**src/rtl/vga_pattern_pkg.sv**
```systemverilog
// Shared types and defaults for the VGA test-pattern sequencer and the
// pattern generators that consume its outputs.
package vga_pattern_pkg;

  typedef enum logic [1:0] {
    PAT_BAR      = 2'd0,
    PAT_CHECKER  = 2'd1,
    PAT_GRADIENT = 2'd2,
    PAT_SOLID    = 2'd3
  } pattern_e;

  typedef enum logic {
    WAIT_SYNC = 1'b0,
    SHOW      = 1'b1
  } seq_state_e;

  localparam int HOLD_FRAMES_DEF = 120;
  localparam int H_SIZE_DEF      = 10;
  localparam int V_SIZE_DEF      = 10;

endpackage

```
**src/rtl/vga_pattern_sequencer_if.sv**
```systemverilog
// Bus between the timing generator / user controls and the pattern sequencer.
interface vga_pattern_sequencer_if
  import vga_pattern_pkg::*;
#(
  parameter int H_SIZE   = H_SIZE_DEF,
  parameter int V_SIZE   = V_SIZE_DEF,
  parameter int NUM_BARS = 8
) ();

  logic [H_SIZE-1:0]           vga_hc;
  logic [V_SIZE-1:0]           vga_vc;
  logic                        next_req;
  logic                        auto_en;
  pattern_e                    pattern_sel;
  logic                        pattern_valid;
  logic [$clog2(NUM_BARS)-1:0] bar_idx;
  logic                        active;
  logic [15:0]                 frame_cnt;

  modport master (
    output vga_hc, vga_vc, next_req, auto_en,
    input  pattern_sel, pattern_valid, bar_idx, active, frame_cnt
  );

  modport slave (
    input  vga_hc, vga_vc, next_req, auto_en,
    output pattern_sel, pattern_valid, bar_idx, active, frame_cnt
  );

endinterface

```
**src/rtl/bar_index_counter.sv**
```systemverilog
// Maps the horizontal counter to a vertical-bar index, one cycle late.
// The last bar index is held through horizontal blanking.
module bar_index_counter #(
  parameter int H_SIZE   = 10,
  parameter int BAR_W    = 80,
  parameter int NUM_BARS = 8
) (
  input  logic                        pixel_clk,
  input  logic                        reset,
  input  logic [H_SIZE-1:0]           vga_hc,
  output logic [$clog2(NUM_BARS)-1:0] bar_idx
);

  localparam int PIX_W = $clog2(BAR_W + 1);
  localparam int IDX_W = $clog2(NUM_BARS);

  logic [PIX_W-1:0] pix_cnt;

  // NOTE: sequential state uses non-blocking assignments so every register
  // samples the pre-edge values of the others, independent of statement order.
  always_ff @(posedge pixel_clk) begin
    if (reset) begin
      pix_cnt <= '0;
      bar_idx <= '0;
    end else if (vga_hc == '0) begin
      pix_cnt <= '0;
      bar_idx <= '0;
    end else if (pix_cnt == PIX_W'(BAR_W - 1)) begin
      pix_cnt <= '0;
      if (bar_idx != IDX_W'(NUM_BARS - 1)) begin
        bar_idx <= bar_idx + IDX_W'(1);
      end
    end else begin
      pix_cnt <= pix_cnt + PIX_W'(1);
    end
  end

endmodule

```
**src/rtl/vga_pattern_sequencer.sv**
```systemverilog
// Selects the active test pattern, switching only on frame boundaries, and
// provides the per-pixel bar index and active-area flag.
module vga_pattern_sequencer
  import vga_pattern_pkg::*;
#(
  parameter int NUM_PATTERNS = 4,
  parameter int HOLD_FRAMES  = HOLD_FRAMES_DEF,
  parameter int H_ACTIVE     = 640,
  parameter int V_ACTIVE     = 480,
  parameter int NUM_BARS     = 8,
  parameter int BAR_W        = H_ACTIVE / NUM_BARS,
  parameter int H_SIZE       = H_SIZE_DEF,
  parameter int V_SIZE       = V_SIZE_DEF
) (
  input logic                    pixel_clk,
  input logic                    reset,
  vga_pattern_sequencer_if.slave bus
);

  localparam int HOLD_W = $clog2(HOLD_FRAMES + 1);

  seq_state_e        state_q, state_d;
  pattern_e          sel_q, sel_d;
  logic              valid_q, valid_d;
  logic [15:0]       frame_cnt_q, frame_cnt_d;
  logic [HOLD_W-1:0] hold_q, hold_d;
  logic              pending_q, pending_d;
  logic              active_q;
  logic              frame_start;
  logic              hold_done;
  logic              advance;

  assign frame_start = (bus.vga_hc == '0) && (bus.vga_vc == '0);
  assign hold_done   = bus.auto_en && (hold_q == HOLD_W'(HOLD_FRAMES - 1));

  always_ff @(posedge pixel_clk) begin
    if (reset) begin
      state_q     <= WAIT_SYNC;
      sel_q       <= PAT_BAR;
      valid_q     <= 1'b0;
      frame_cnt_q <= '0;
      hold_q      <= '0;
      pending_q   <= 1'b0;
      active_q    <= 1'b0;
    end else begin
      state_q     <= state_d;
      sel_q       <= sel_d;
      valid_q     <= valid_d;
      frame_cnt_q <= frame_cnt_d;
      hold_q      <= hold_d;
      pending_q   <= pending_d;
      active_q    <= (bus.vga_hc < H_SIZE'(H_ACTIVE)) &&
                     (bus.vga_vc < V_SIZE'(V_ACTIVE));
    end
  end

  // NOTE: every signal written here gets a default first, so no path through
  // the case statement can leave one unassigned and infer a latch.
  always_comb begin
    state_d     = state_q;
    sel_d       = sel_q;
    valid_d     = valid_q;
    frame_cnt_d = frame_cnt_q;
    hold_d      = hold_q;
    pending_d   = pending_q;
    advance     = 1'b0;

    unique case (state_q)
      WAIT_SYNC: begin
        pending_d = 1'b0;
        if (frame_start) begin
          state_d     = SHOW;
          valid_d     = 1'b1;
          frame_cnt_d = 16'd1;
        end
      end
      SHOW: begin
        if (bus.next_req) begin
          pending_d = 1'b1;
        end
        if (frame_start) begin
          frame_cnt_d = frame_cnt_q + 16'd1;
          // A request landing on the boundary cycle itself counts for this frame.
          advance = pending_q || bus.next_req || hold_done;
          if (advance) begin
            sel_d     = (sel_q == pattern_e'(NUM_PATTERNS - 1)) ? PAT_BAR
                                                                 : pattern_e'(sel_q + 2'd1);
            hold_d    = '0;
            pending_d = 1'b0;
          end else if (bus.auto_en) begin
            hold_d = hold_q + HOLD_W'(1);
          end else begin
            hold_d = '0;
          end
        end
      end
      default: state_d = WAIT_SYNC;
    endcase
  end

  bar_index_counter #(
    .H_SIZE   (H_SIZE),
    .BAR_W    (BAR_W),
    .NUM_BARS (NUM_BARS)
  ) u_bar_index_counter (
    .pixel_clk (pixel_clk),
    .reset     (reset),
    .vga_hc    (bus.vga_hc),
    .bar_idx   (bus.bar_idx)
  );

  assign bus.pattern_sel   = sel_q;
  assign bus.pattern_valid = valid_q;
  assign bus.frame_cnt     = frame_cnt_q;
  assign bus.active        = active_q;

endmodule

```
**src/flat_wrapper.sv**
```systemverilog
// flat-port wrapper written by rule: the top's interface ports become plain ports
module vga_pattern_sequencer_flat import vga_pattern_pkg::*;
#(
  parameter int NUM_PATTERNS = 4,
  parameter int HOLD_FRAMES  = HOLD_FRAMES_DEF,
  parameter int H_ACTIVE     = 640,
  parameter int V_ACTIVE     = 480,
  parameter int NUM_BARS     = 8,
  parameter int BAR_W        = H_ACTIVE / NUM_BARS,
  parameter int H_SIZE       = H_SIZE_DEF,
  parameter int V_SIZE       = V_SIZE_DEF
)
  (pixel_clk, reset, bus_vga_hc, bus_vga_vc, bus_next_req, bus_auto_en, bus_pattern_sel, bus_pattern_valid, bus_bar_idx, bus_active, bus_frame_cnt);
  vga_pattern_sequencer_if #(.H_SIZE(H_SIZE), .V_SIZE(V_SIZE), .NUM_BARS(NUM_BARS)) bus_i ();
  input logic pixel_clk;
  input logic reset;
  input wire logic [$bits(bus_i.vga_hc)-1:0] bus_vga_hc;
  input wire logic [$bits(bus_i.vga_vc)-1:0] bus_vga_vc;
  input wire logic [$bits(bus_i.next_req)-1:0] bus_next_req;
  input wire logic [$bits(bus_i.auto_en)-1:0] bus_auto_en;
  output wire logic [$bits(bus_i.pattern_sel)-1:0] bus_pattern_sel;
  output wire logic [$bits(bus_i.pattern_valid)-1:0] bus_pattern_valid;
  output wire logic [$bits(bus_i.bar_idx)-1:0] bus_bar_idx;
  output wire logic [$bits(bus_i.active)-1:0] bus_active;
  output wire logic [$bits(bus_i.frame_cnt)-1:0] bus_frame_cnt;
  assign bus_i.vga_hc = bus_vga_hc;
  assign bus_i.vga_vc = bus_vga_vc;
  assign bus_i.next_req = bus_next_req;
  assign bus_i.auto_en = bus_auto_en;
  assign bus_pattern_sel = bus_i.pattern_sel;
  assign bus_pattern_valid = bus_i.pattern_valid;
  assign bus_bar_idx = bus_i.bar_idx;
  assign bus_active = bus_i.active;
  assign bus_frame_cnt = bus_i.frame_cnt;
  vga_pattern_sequencer #(.NUM_PATTERNS(NUM_PATTERNS), .HOLD_FRAMES(HOLD_FRAMES), .H_ACTIVE(H_ACTIVE), .V_ACTIVE(V_ACTIVE), .NUM_BARS(NUM_BARS), .BAR_W(BAR_W), .H_SIZE(H_SIZE), .V_SIZE(V_SIZE)) u_core (.pixel_clk(pixel_clk), .reset(reset), .bus(bus_i));
endmodule
```
**config.mk**
```make
export PLATFORM = sky130hd
export DESIGN_NAME = vga_pattern_sequencer_flat
export DESIGN_NICKNAME = d
export VERILOG_FILES = /design/src/rtl/vga_pattern_pkg.sv /design/src/rtl/vga_pattern_sequencer_if.sv /design/src/rtl/bar_index_counter.sv /design/src/rtl/vga_pattern_sequencer.sv /design/src/flat_wrapper.sv
export SDC_FILE = /design/constraint.sdc
export NUM_CORES = 1
export LEC_CHECK = 0
export CAP_MARGIN = 10
export CORE_MARGIN = 2
export CORE_UTILIZATION = 50
export CTS_BUF_LIST = sky130_fd_sc_hd__clkbuf_4
export DETAILED_ROUTE_END_ITERATION = 8
export DONT_BUFFER_PORTS = 1
export SYNTH_ARGS = -nofsm -noshare
export SYNTH_HDL_FRONTEND = slang
export SYNTH_SLANG_ARGS = --single-unit
```
**constraint.sdc**
```tcl
create_clock -name pixel_clk -period 2.35 [get_ports pixel_clk]
set_clock_uncertainty 0.1 [all_clocks]
set_input_delay 0.235 -clock pixel_clk [delete_from_list [all_inputs] [get_ports pixel_clk]]
set_output_delay 0.235 -clock pixel_clk [all_outputs]
set_load 0.02 [all_outputs]
```
==> summary.txt, run 1 <==
status - completed
pwr dens - 475 nW/um^2
antenna violations before repair - 0
antenna viol nets, final - 0
CP Cell Sequence - and3_1, nand4_1, nor4_1, mux2i_1
fillers - 378
die area - 4760 um^2
Yosys cell types - 43
IO Pins - 47
max incr delay on CP - 0.53 ns
largest net degree at the start of global routing - 55
slowest cell on the critical path - dfxtp_1
die width - 69.0 um
peak supply drop - 0.415 mV
Final setup viols - 0
synthesis-stage register bit count - 39
multi-input logic area - 1260 um^2
P&R area growth vs syn - 8.30%
Mapped Cells - 244
RSZ-0062 raised after global routing - no
final hold vios - 0
Synth top area share - 37.0%
final WL - 4.77 mm
worst-path maximum fanout - 6
IO buf count - 0
worst reg2reg path depth - 4
routed via count - 1922
Worst setup SP type - flop
Worst setup EP type - flop
DR WL/cell - 15.8 um
DR iter-0 viols - 128
max-cap violations - 0
Sink Count - 39
WP data required - 2.52 ns
Hold Crit Start - bus_next_req
Slew HR - 39.9%
Placed Cells incl. Taps - 288
Nets - 281
Largest delay share family, worst path - simple AND/OR/NAND/NOR gates
WS Path Type - flop to flop
Worst-path clk slew - 0.14 ns
CTS max path bufs - 2
Main synth FF type - dfxtp_1
final worst-path cycle share - 81.9%
most frequent cells after synthesis - dfxtp_1 (39), nor2_1 (24), o21ai_0 (15)
CTS tree - built
EDFF count, synth - 0
Levels on crit path - 4
asr flop ratio synth - 0%
GRT Util Overall - 21.3%
Row Count - 23
Root Buffer - clkbuf_4
R2R setup slack - 0.42 ns
most common cell in the netlist - dfxtp_1
worst r2r dst - u_core.bus.frame_cnt[12]
GPL Wtd Cong - 0.784
cts bufs inserted - 5
layout cells sized above 1 - 8.73%
Finished Layout Cells - 302
minimum clock period - 1.93 ns
Synthesis Warnings - 0
number of global-route vias before repair - 1673
Post-CTS Setup Inserts - 0
Max Transition Viols Final - 0
Worst Hold Endpoint - u_core.bus.pattern_sel[0]
clk_lat worst skew - 0.36 ns
cell area after synthesis - 2110 um^2
antenna fix cells - 0
post-cts resize count - 0
critical path data arrival time - 2.10 ns
HP Class - input port to flop
CP Buf/Inv Count - 0
Initial Util - 52.4%
Avg Cell Area, Syn - 8.65 um^2
TNS Setup - 0 ns
Core Footprint - 4030 um^2
Worst Tran Pin Value - 0.890 ns
sequential-to-total area share from yosys stat - 37.0%
Yosys top cell by area - dfxtp_1
vias per cell - 6.36
largest cells by area after synthesis - dfxtp_1 (37%), mux2i_1 (4.7%), nor2_1 (4.3%), nand4_1 (4.1%), ha_1 (3.6%)
TritonRoute pass-1 iters - 4
drt drc - 0
Leak Pwr - 0.733 nW
first-pass GRT wire length - 7.54 mm
FF-to-FF Start - u_core.bus.frame_cnt[2]
H-tree levels - 2
Chip Height - 69.0 um
total gr overflow - 0
Final HPWL DP - 3.35 mm
fmax - 0.519 GHz
register area - 781 um^2
Hold Path Cell Cnt - 3
syn_nets - 274
## cell families after synthesis
family / Yosys count / synth area share (%)
simple gates: 104 / 29.5
compound gates: 63 / 20.0
flops: 39 / 37.0
buf+inv: 17 / 3.08
mux: 10 / 4.74
fa+ha+maj: 6 / 3.56
xor+xnor: 5 / 2.08
## routing by layer
metal  wire, um  GRT usage, %  share of wire (%)  vias to the layer above
li1           -             -                  -                      957
met1       2140          26.4                 45                      887
met2       2180          35.7                 46                       74
met3        421          6.66                8.8                        4
met4         28          5.88               0.59                        0
met5          0             0                  0                        -
## through the flow
step	area (um^2)	hold slack [ns]	worst slack [ns]	util, %	power, W
5_1_grt	2290	0.0980	0.240	56.7	0.00113
6_report	2290	0.0952	0.424	56.7	0.00109
3_5_place_dp	2170	0.212	0.332	53.8	0.000730
4_1_cts	2290	0.0862	0.374	56.7	0.00109
2_1_floorplan	2110	0.212	0.523	-	0.000724
3_3_place_gp	2170	0.208	0.417	53.8	0.000728
## worst reg2reg max path, cell delays in order, from the launching register on
cell and delay [ns]:
dfxtp_1 0.53, and3_1 0.31, nand4_1 0.24, nor4_1 0.44, mux2i_1 0.23
## worst max path at each step
stage | from | end | slack, ns
after global routing | u_core.u_bar_index_counter.pix_cnt[0] | u_core.u_bar_index_counter.pix_cnt[5] | 0.24
after global placement | bus_vga_hc[1] | u_core.bus.frame_cnt[12] | 0.42
after floorplan | u_core.u_bar_index_counter.bar_idx[0] | u_core.u_bar_index_counter.bar_idx[1] | 0.52
final | u_core.bus.frame_cnt[2] | u_core.bus.frame_cnt[12] | 0.42
after CTS | u_core.bus.frame_cnt[2] | u_core.bus.frame_cnt[12] | 0.37
after detailed placement | bus_vga_hc[1] | u_core.bus.frame_cnt[12] | 0.33
## final cells by class
| type | count | area share, % |
|---|---|---|
| sequential | 39 | 34.2 |
| clock inverter | 2 | 0.547 |
| inverter | 6 | 0.985 |
| timing repair buffer | 11 | 4.27 |
| tap | 50 | 2.74 |
| multi-input combinational | 188 | 55.3 |
| clock buffer | 6 | 1.97 |
## what timing repair did
action                                  in CTS  in global routing
hold buffers                                 6                  0
endpoints found under the setup margin       0                  0
endpoints found under the hold margin       20                  0
## report_power, final
group	leakage [nW]	switching (W)	total [W]	internal [W]
logic	0.387	0.0000355	0.0000585	0.0000230
registers	0.315	0.00000427	0.000670	0.000666
clock network	0.0317	0.000230	0.000357	0.000127
total	0.733	0.000269	0.00109	0.000816
## layout by cell type (no fill, tap or decap), types with 2 or more instances in the layout
cell type / Yosys / final
o32ai_1: 4 / 4
and4_1: 2 / 2
o31ai_1: 7 / 7
nor2_1: 24 / 24
and3_1: 4 / 4
o311ai_0: 2 / 2
o21ai_0: 15 / 15
xor2_1: 2 / 2
a211oi_1: 4 / 4
nand4_1: 14 / 14
dfxtp_1: 39 / 39
o211ai_1: 10 / 10
or3_1: 7 / 7
ha_1: 6 / 6
nor4_4: 2 / 2
or4_1: 4 / 4
o21a_1: 4 / 4
clkbuf_4: 0 / 6
nor4_1: 9 / 9
nand2_1: 14 / 14
and2_1: 2 / 2
xnor2_1: 3 / 3
nand3_1: 8 / 8
dlygate4sd3_1: 0 / 6
nor3_1: 4 / 4
buf_4: 0 / 5
mux2i_1: 10 / 10
a21oi_1: 12 / 12
inv_1: 6 / 6
## sequential cells by signal, indices dropped and copies added (netlist names)
name and flops:
u_core.hold_q 7, u_core.bus.active 1, u_core.u_bar_index_counter.pix_cnt 7, u_core.bus.pattern_valid 1, u_core.bus.pattern_sel 2, u_core.u_bar_index_counter.bar_idx 3
u_core.state_q 1, u_core.pending_q 1, u_core.bus.frame_cnt 16
(Power assumes the default switching activity.)
==> run 2: changes to the inputs <==
Clock period 2.35 ns to 1.95 ns, I/O delays scaled along.
==> summary.txt, run 2 (synthesis gave the netlist of run 1 again) <==
crit path to - u_core.hold_q[0]
Pwr Total - 0.00132 W (+21%)
Setup WS pre-CTS - 0.0252 ns (-0.307 ns)
Max Transition Viols Final - 0 (unchanged)
Design Area, Final - 2410 um^2 (+5.4%)
RSZ-0062 raised after global routing - no
Worst setup EP type - flop
drt drc - 0 (unchanged)
die area - 4760 um^2 (unchanged)
CP Launch Point - u_core.pending_q
placed cell area - 2300 um^2 (+6.1%)
GRT Util Overall - 23.0% (+1.7 points)
GPL Wtd Cong - 0.813 (+3.7%)
multi-input logic area - 1260 um^2 (unchanged)
Nets - 296 (+5.3%)
HP Class - input port to flop
sequential group share of total power - 61.3% (-0.4 points)
Chip Height - 69.0 um (unchanged)
Power Internal - 0.000985 W (+21%)
most frequent cells in the layout - dfxtp_1 (39), nor2_1 (24), buf_4 (20)
clk_lat worst skew - 0.36 ns (about the same)
Row Count - 23 (unchanged)
peak supply drop - 0.427 mV (+2.8%)
R2R setup slack - 0.13 ns (-0.30 ns)
Slew HR - 45.8% (+5.9 points)
cts bufs inserted - 5 (unchanged)
Hold Path Cell Cnt - 2 (-1)
vias per cell - 6.29 (-1.2%)
Leak Pwr - 0.823 nW (+12%)
die width - 69.0 um (unchanged)
Worst-path clk slew - 0.13 ns (about the same)
total gr overflow - 0 (unchanged)
minimum clock period - 1.82 ns (-0.101 ns)
net switching power - 0.000333 W (+23%)
antenna violations before repair - 0 (unchanged)
Final HPWL DP - 3.62 mm (+8.1%)
CTS max path bufs - 2 (unchanged)
DR iter-0 viols - 92 (-28%)
Worst setup SP type - flop
clock share of power - 33.1% (+0.2 points)
antenna viol nets, final - 0 (unchanged)
critical path data arrival time - 2.01 ns (-0.09 ns)
most common library cell in the layout ignoring fill and taps - dfxtp_1
max-cap violations - 0 (unchanged)
FF-to-FF Start - u_core.pending_q
antenna fix cells - 0 (unchanged)
routed via count - 1994 (+3.7%)
P&R area growth vs syn - 14.1%
IO Pins - 47 (unchanged)
post-layout util - 59.8% (+3.0 points)
Root Buffer - clkbuf_4
worst-path maximum fanout - 4 (-2)
DR WL/cell - 16.1 um (+2.2%)
switching share of power - 25.2% (+0.43 points)
final WL - 5.12 mm (+7.2%)
worst r2r dst - u_core.hold_q[0]
WS Path Type - flop to flop
IO buf count - 0 (unchanged)
first-pass GRT wire length - 8.19 mm (+8.6%)
status - completed
register area - 781 um^2 (unchanged)
worst reg2reg path depth - 4 (unchanged)
Post-CTS Setup Inserts - 0 (unchanged)
WP data required - 2.13 ns (-0.39 ns)
CTS tree - built
Largest register FFs - 16 (unchanged)
final worst-path cycle share - 93.6% (+12 points)
number of global-route vias before repair - 1853 (+11%)
final hold vios - 0 (unchanged)
largest net degree at the start of global routing - 55 (unchanged)
Initial Util - 52.4% (unchanged)
Logic pwr share - 5.6% (+0.2 points)
H-tree levels - 2 (unchanged)
pwr dens - 547 nW/um^2 (+15%)
Final setup viols - 0 (unchanged)
Final Worst Setup Slack - 0.125 ns (-0.299 ns)
layout cells sized above 1 - 14.2% (+5.5 points)
Worst Tran Pin Value - 0.810 ns (-0.0794 ns)
TritonRoute pass-1 iters - 4 (unchanged)
Core Footprint - 4030 um^2 (unchanged)
fmax - 0.548 GHz (+5.5%)
TNS Setup - 0 ns (unchanged)
Sink Count - 39 (unchanged)
fillers - 365 (-3.4%)
[run 2: cell types whose count changed in the layout (fill, tap and decap cells not counted)]
cell and change:
buf_4 +15, buf_12 +1, dlygate4sd3_1 -1, o311ai_0 -1
o311ai_1 +1
[run 2: worst min-delay path by stage]
stage	to	slack [ns]	from
3_3_place_gp	u_core.bus.pattern_sel[1]	0.17	reset
3_5_place_dp	u_core.bus.pattern_sel[0]	0.17	reset
5_1_grt	u_core.state_q	0.04	reset
2_1_floorplan	u_core.bus.active	0.17	bus_vga_vc[9]
4_1_cts	u_core.state_q	0.02	reset
6_report	u_core.state_q	0.03	reset
[run 2: power by group through the flow]
stage | clock network (W) | logic (W) | registers, W
after global placement | 0 | 0.0000555 | 0.000826
after detailed placement | 0 | 0.0000580 | 0.000826
after CTS | 0.000450 | 0.0000727 | 0.000808
after global routing | 0.000471 | 0.0000811 | 0.000810
after floorplan | 0 | 0.0000477 | 0.000825
final | 0.000436 | 0.0000733 | 0.000808
[run 2: through the flow]
| stage | instances | hold slack [ns] |
|---|---|---|
| 2_1_floorplan | 244 | 0.172 |
| 3_3_place_gp | 304 | 0.168 |
| 3_5_place_dp | 304 | 0.169 |
| 4_1_cts | 317 | 0.0216 |
| 5_1_grt | 317 | 0.0372 |
| 6_report | 317 | 0.0322 |
[run 2: area by class of cell]
| type | instances | area share, % |
|---|---|---|
| clock inverter | 2 | 0.519 |
| timing repair buffer | 26 | 9.14 |
| clock buffer | 6 | 1.87 |
| inverter | 6 | 0.935 |
| multi-input combinational | 188 | 52.5 |
| tap | 50 | 2.60 |
| sequential | 39 | 32.4 |
[run 2: worst max-delay path, stage by stage, from the launching register on]
cell and delay (ns):
dfxtp_1 0.35, or3b_2 0.49, a21o_1 0.20, or3_4 0.40, o31ai_1 0.20
[run 2: routing by layer]
metal | track usage (%) | up-vias | routed length [um]
met4 | 9.56 | 0 | 81
met5 | 0 | - | 0
met1 | 27.0 | 937 | 2240
met2 | 40.4 | 64 | 2430
li1 | - | 986 | -
met3 | 5.03 | 7 | 364
[run 2: repair_timing]
item | CTS | global route
hold buffers | 5 | 0
hold endpoints to repair | 20 | 0
endpoints found under the setup margin | 0 | 5
resized for setup | 0 | 1
==> run 3: changes to the inputs <==
Clock period 1.95 ns to 1.7 ns, I/O delays scaled along.
==> summary.txt, run 3 (synthesis gave the netlist of run 1 again) <==
most common library cell in the layout ignoring fill and taps - buf_4
critical path data arrival time - 1.90 ns (-0.11 ns)
GRT Util Overall - 25.6% (+2.5 points)
pwr dens - 572 nW/um^2 (+4.4%)
Setup WS pre-CTS - -0.0520 ns (-0.0771 ns)
switching share of power - 25.4% (+0.19 points)
P&R area growth vs syn - 27.3%
vias per cell - 6.18 (-1.8%)
minimum clock period - 1.72 ns (-0.106 ns)
Largest delay share family, worst path - simple AND/OR/NAND/NOR gates
net switching power - 0.000390 W (+17%)
slowest cell on the critical path - or3b_4
DR iter-0 viols - 151 (+64%)
Worst setup SP type - flop
Worst Tran Pin Value - 0.701 ns (-0.109 ns)
IO buf count - 0 (unchanged)
CP Cell Sequence - or3b_4, a21o_1, or3_4, o41ai_2
Power Internal - 0.00114 W (+16%)
Sink Count - 39 (unchanged)
TNS Setup - -0.0192 ns (-0.0192 ns)
die width - 69.0 um (unchanged)
peak supply drop - 0.450 mV (+5.5%)
final worst-path cycle share - 101% (+7.5 points)
antenna viol nets, final - 0 (unchanged)
Logic pwr share - 6.6% (+1.0 points)
max incr delay on CP - 0.37 ns (-0.12 ns)
Max Transition Viols Final - 0 (unchanged)
Final setup viols - 1 (+1)
Worst setup EP type - flop
Slew HR - 53.1% (+7.3 points)
cts bufs inserted - 5 (unchanged)
sequential group share of total power - 60.6% (-0.7 points)
number of global-route vias before repair - 2052 (+11%)
Chip Height - 69.0 um (unchanged)
placed cell area - 2470 um^2 (+7.4%)
Worst-path clk slew - 0.13 ns (about the same)
CTS tree - built
Final HPWL DP - 3.81 mm (+5.4%)
clk_lat worst skew - 0.36 ns (about the same)
violated checks - setup timing
clock share of power - 32.9% (-0.2 points)
Final Worst Setup Slack - -0.0192 ns (-0.144 ns)
Hold Slack - 0.0471 ns (+0.0149 ns)
HP Class - input port to flop
Pwr Total - 0.00154 W (+16%)
TritonRoute pass-1 iters - 4 (unchanged)
total gr overflow - 0 (unchanged)
DR WL/cell - 16.6 um (+2.6%)
status - finished with violations
drt drc - 0 (unchanged)
layout cells sized above 1 - 27.5% (+13 points)
Largest register FFs - 16 (unchanged)
Row Count - 23 (unchanged)
Core Footprint - 4030 um^2 (unchanged)
final WL - 5.64 mm (+10%)
Leak Pwr - 0.953 nW (+16%)
antenna fix cells - 0 (unchanged)
fmax - 0.582 GHz (+6.1%)
antenna violations before repair - 0 (unchanged)
max-cap violations - 0 (unchanged)
largest net degree at the start of global routing - 35 (-36%)
Root Buffer - clkbuf_4
WS Path Type - flop to flop
routed via count - 2107 (+5.7%)
RSZ-0062 raised after global routing - yes
WP data required - 1.88 ns (-0.25 ns)
H-tree levels - 2 (unchanged)
GPL Wtd Cong - 0.815 (+0.21%)
Nets - 320 (+8.1%)
die area - 4760 um^2 (unchanged)
worst-path maximum fanout - 4 (unchanged)
Design Area, Final - 2690 um^2 (+12%)
Initial Util - 52.4% (unchanged)
CTS max path bufs - 2 (unchanged)
IO Pins - 47 (unchanged)
most frequent cells in the layout - buf_4 (42), dfxtp_1 (33), nor2_1 (24)
CP Buf/Inv Count - 0 (unchanged)
final hold vios - 0 (unchanged)
first-pass GRT wire length - 9.14 mm (+12%)
-- run 3: changes by cell type in the layout (fill, tap and decap cells not counted), sizes merged --
cell	change
buf	+23
dlygate4sd3	+1
-- run 3: power groups by stage --
stage                     Sequential, W  Clock, W  Combinational, W
after floorplan                0.000947         0         0.0000554
after global placement         0.000947         0         0.0000756
after detailed placement       0.000948         0         0.0000784
after CTS                      0.000927  0.000512         0.0000971
after global routing           0.000931  0.000543          0.000113
final                          0.000930  0.000504          0.000101
-- run 3: through the flow --
step                instances  utilization, %
finish                    341            66.7
global route              341            66.7
CTS                       340            65.2
detailed placement        324            61.4
global placement          324            61.4
floorplan                 244               -
-- run 3: layer usage --
layer | vias up | share of wire (%) | GRT usage, %
li1 | 1033 | - | -
met1 | 990 | 44 | 31.4
met2 | 76 | 47 | 43.3
met3 | 8 | 7.4 | 7.14
met4 | 0 | 1.2 | 7.84
met5 | - | 0 | 0
-- run 3: repair_timing --
action | CTS | global route
pin swaps | 3 | 1
buffers inserted | 2 | 1
setup endpoints to repair | 11 | 16
hold buffers | 6 | 0
endpoints found under the hold margin | 20 | 0
resized for setup | 9 | 13
-- run 3: final timing paths --
path	from	to	slack, ns	cells after the start
min	bus_next_req	u_core.bus.pattern_sel[0]	0.05	3
min reg2reg	u_core.u_bar_index_counter.pix_cnt[0]	u_core.u_bar_index_counter.pix_cnt[0]	0.37	1
max reg2reg	u_core.pending_q	u_core.hold_q[2]	-0.02	4
max	u_core.pending_q	u_core.hold_q[2]	-0.02	4
-- run 3: tightest hold or removal path: stages --
cell and delay, ns:
a311oi_1 0.04, o31ai_1 0.19, a21oi_1 0.07
-- run 3: layout make-up --
class	instances	area [um^2]
Fill cell	326	1340
Clock inverter	2	12.5
Tap cell	50	62.6
Multi-Input combinational cell	188	1350
Inverter	6	22.5
Timing Repair Buffer	50	407
Sequential cell	39	788
Clock buffer	6	45.0
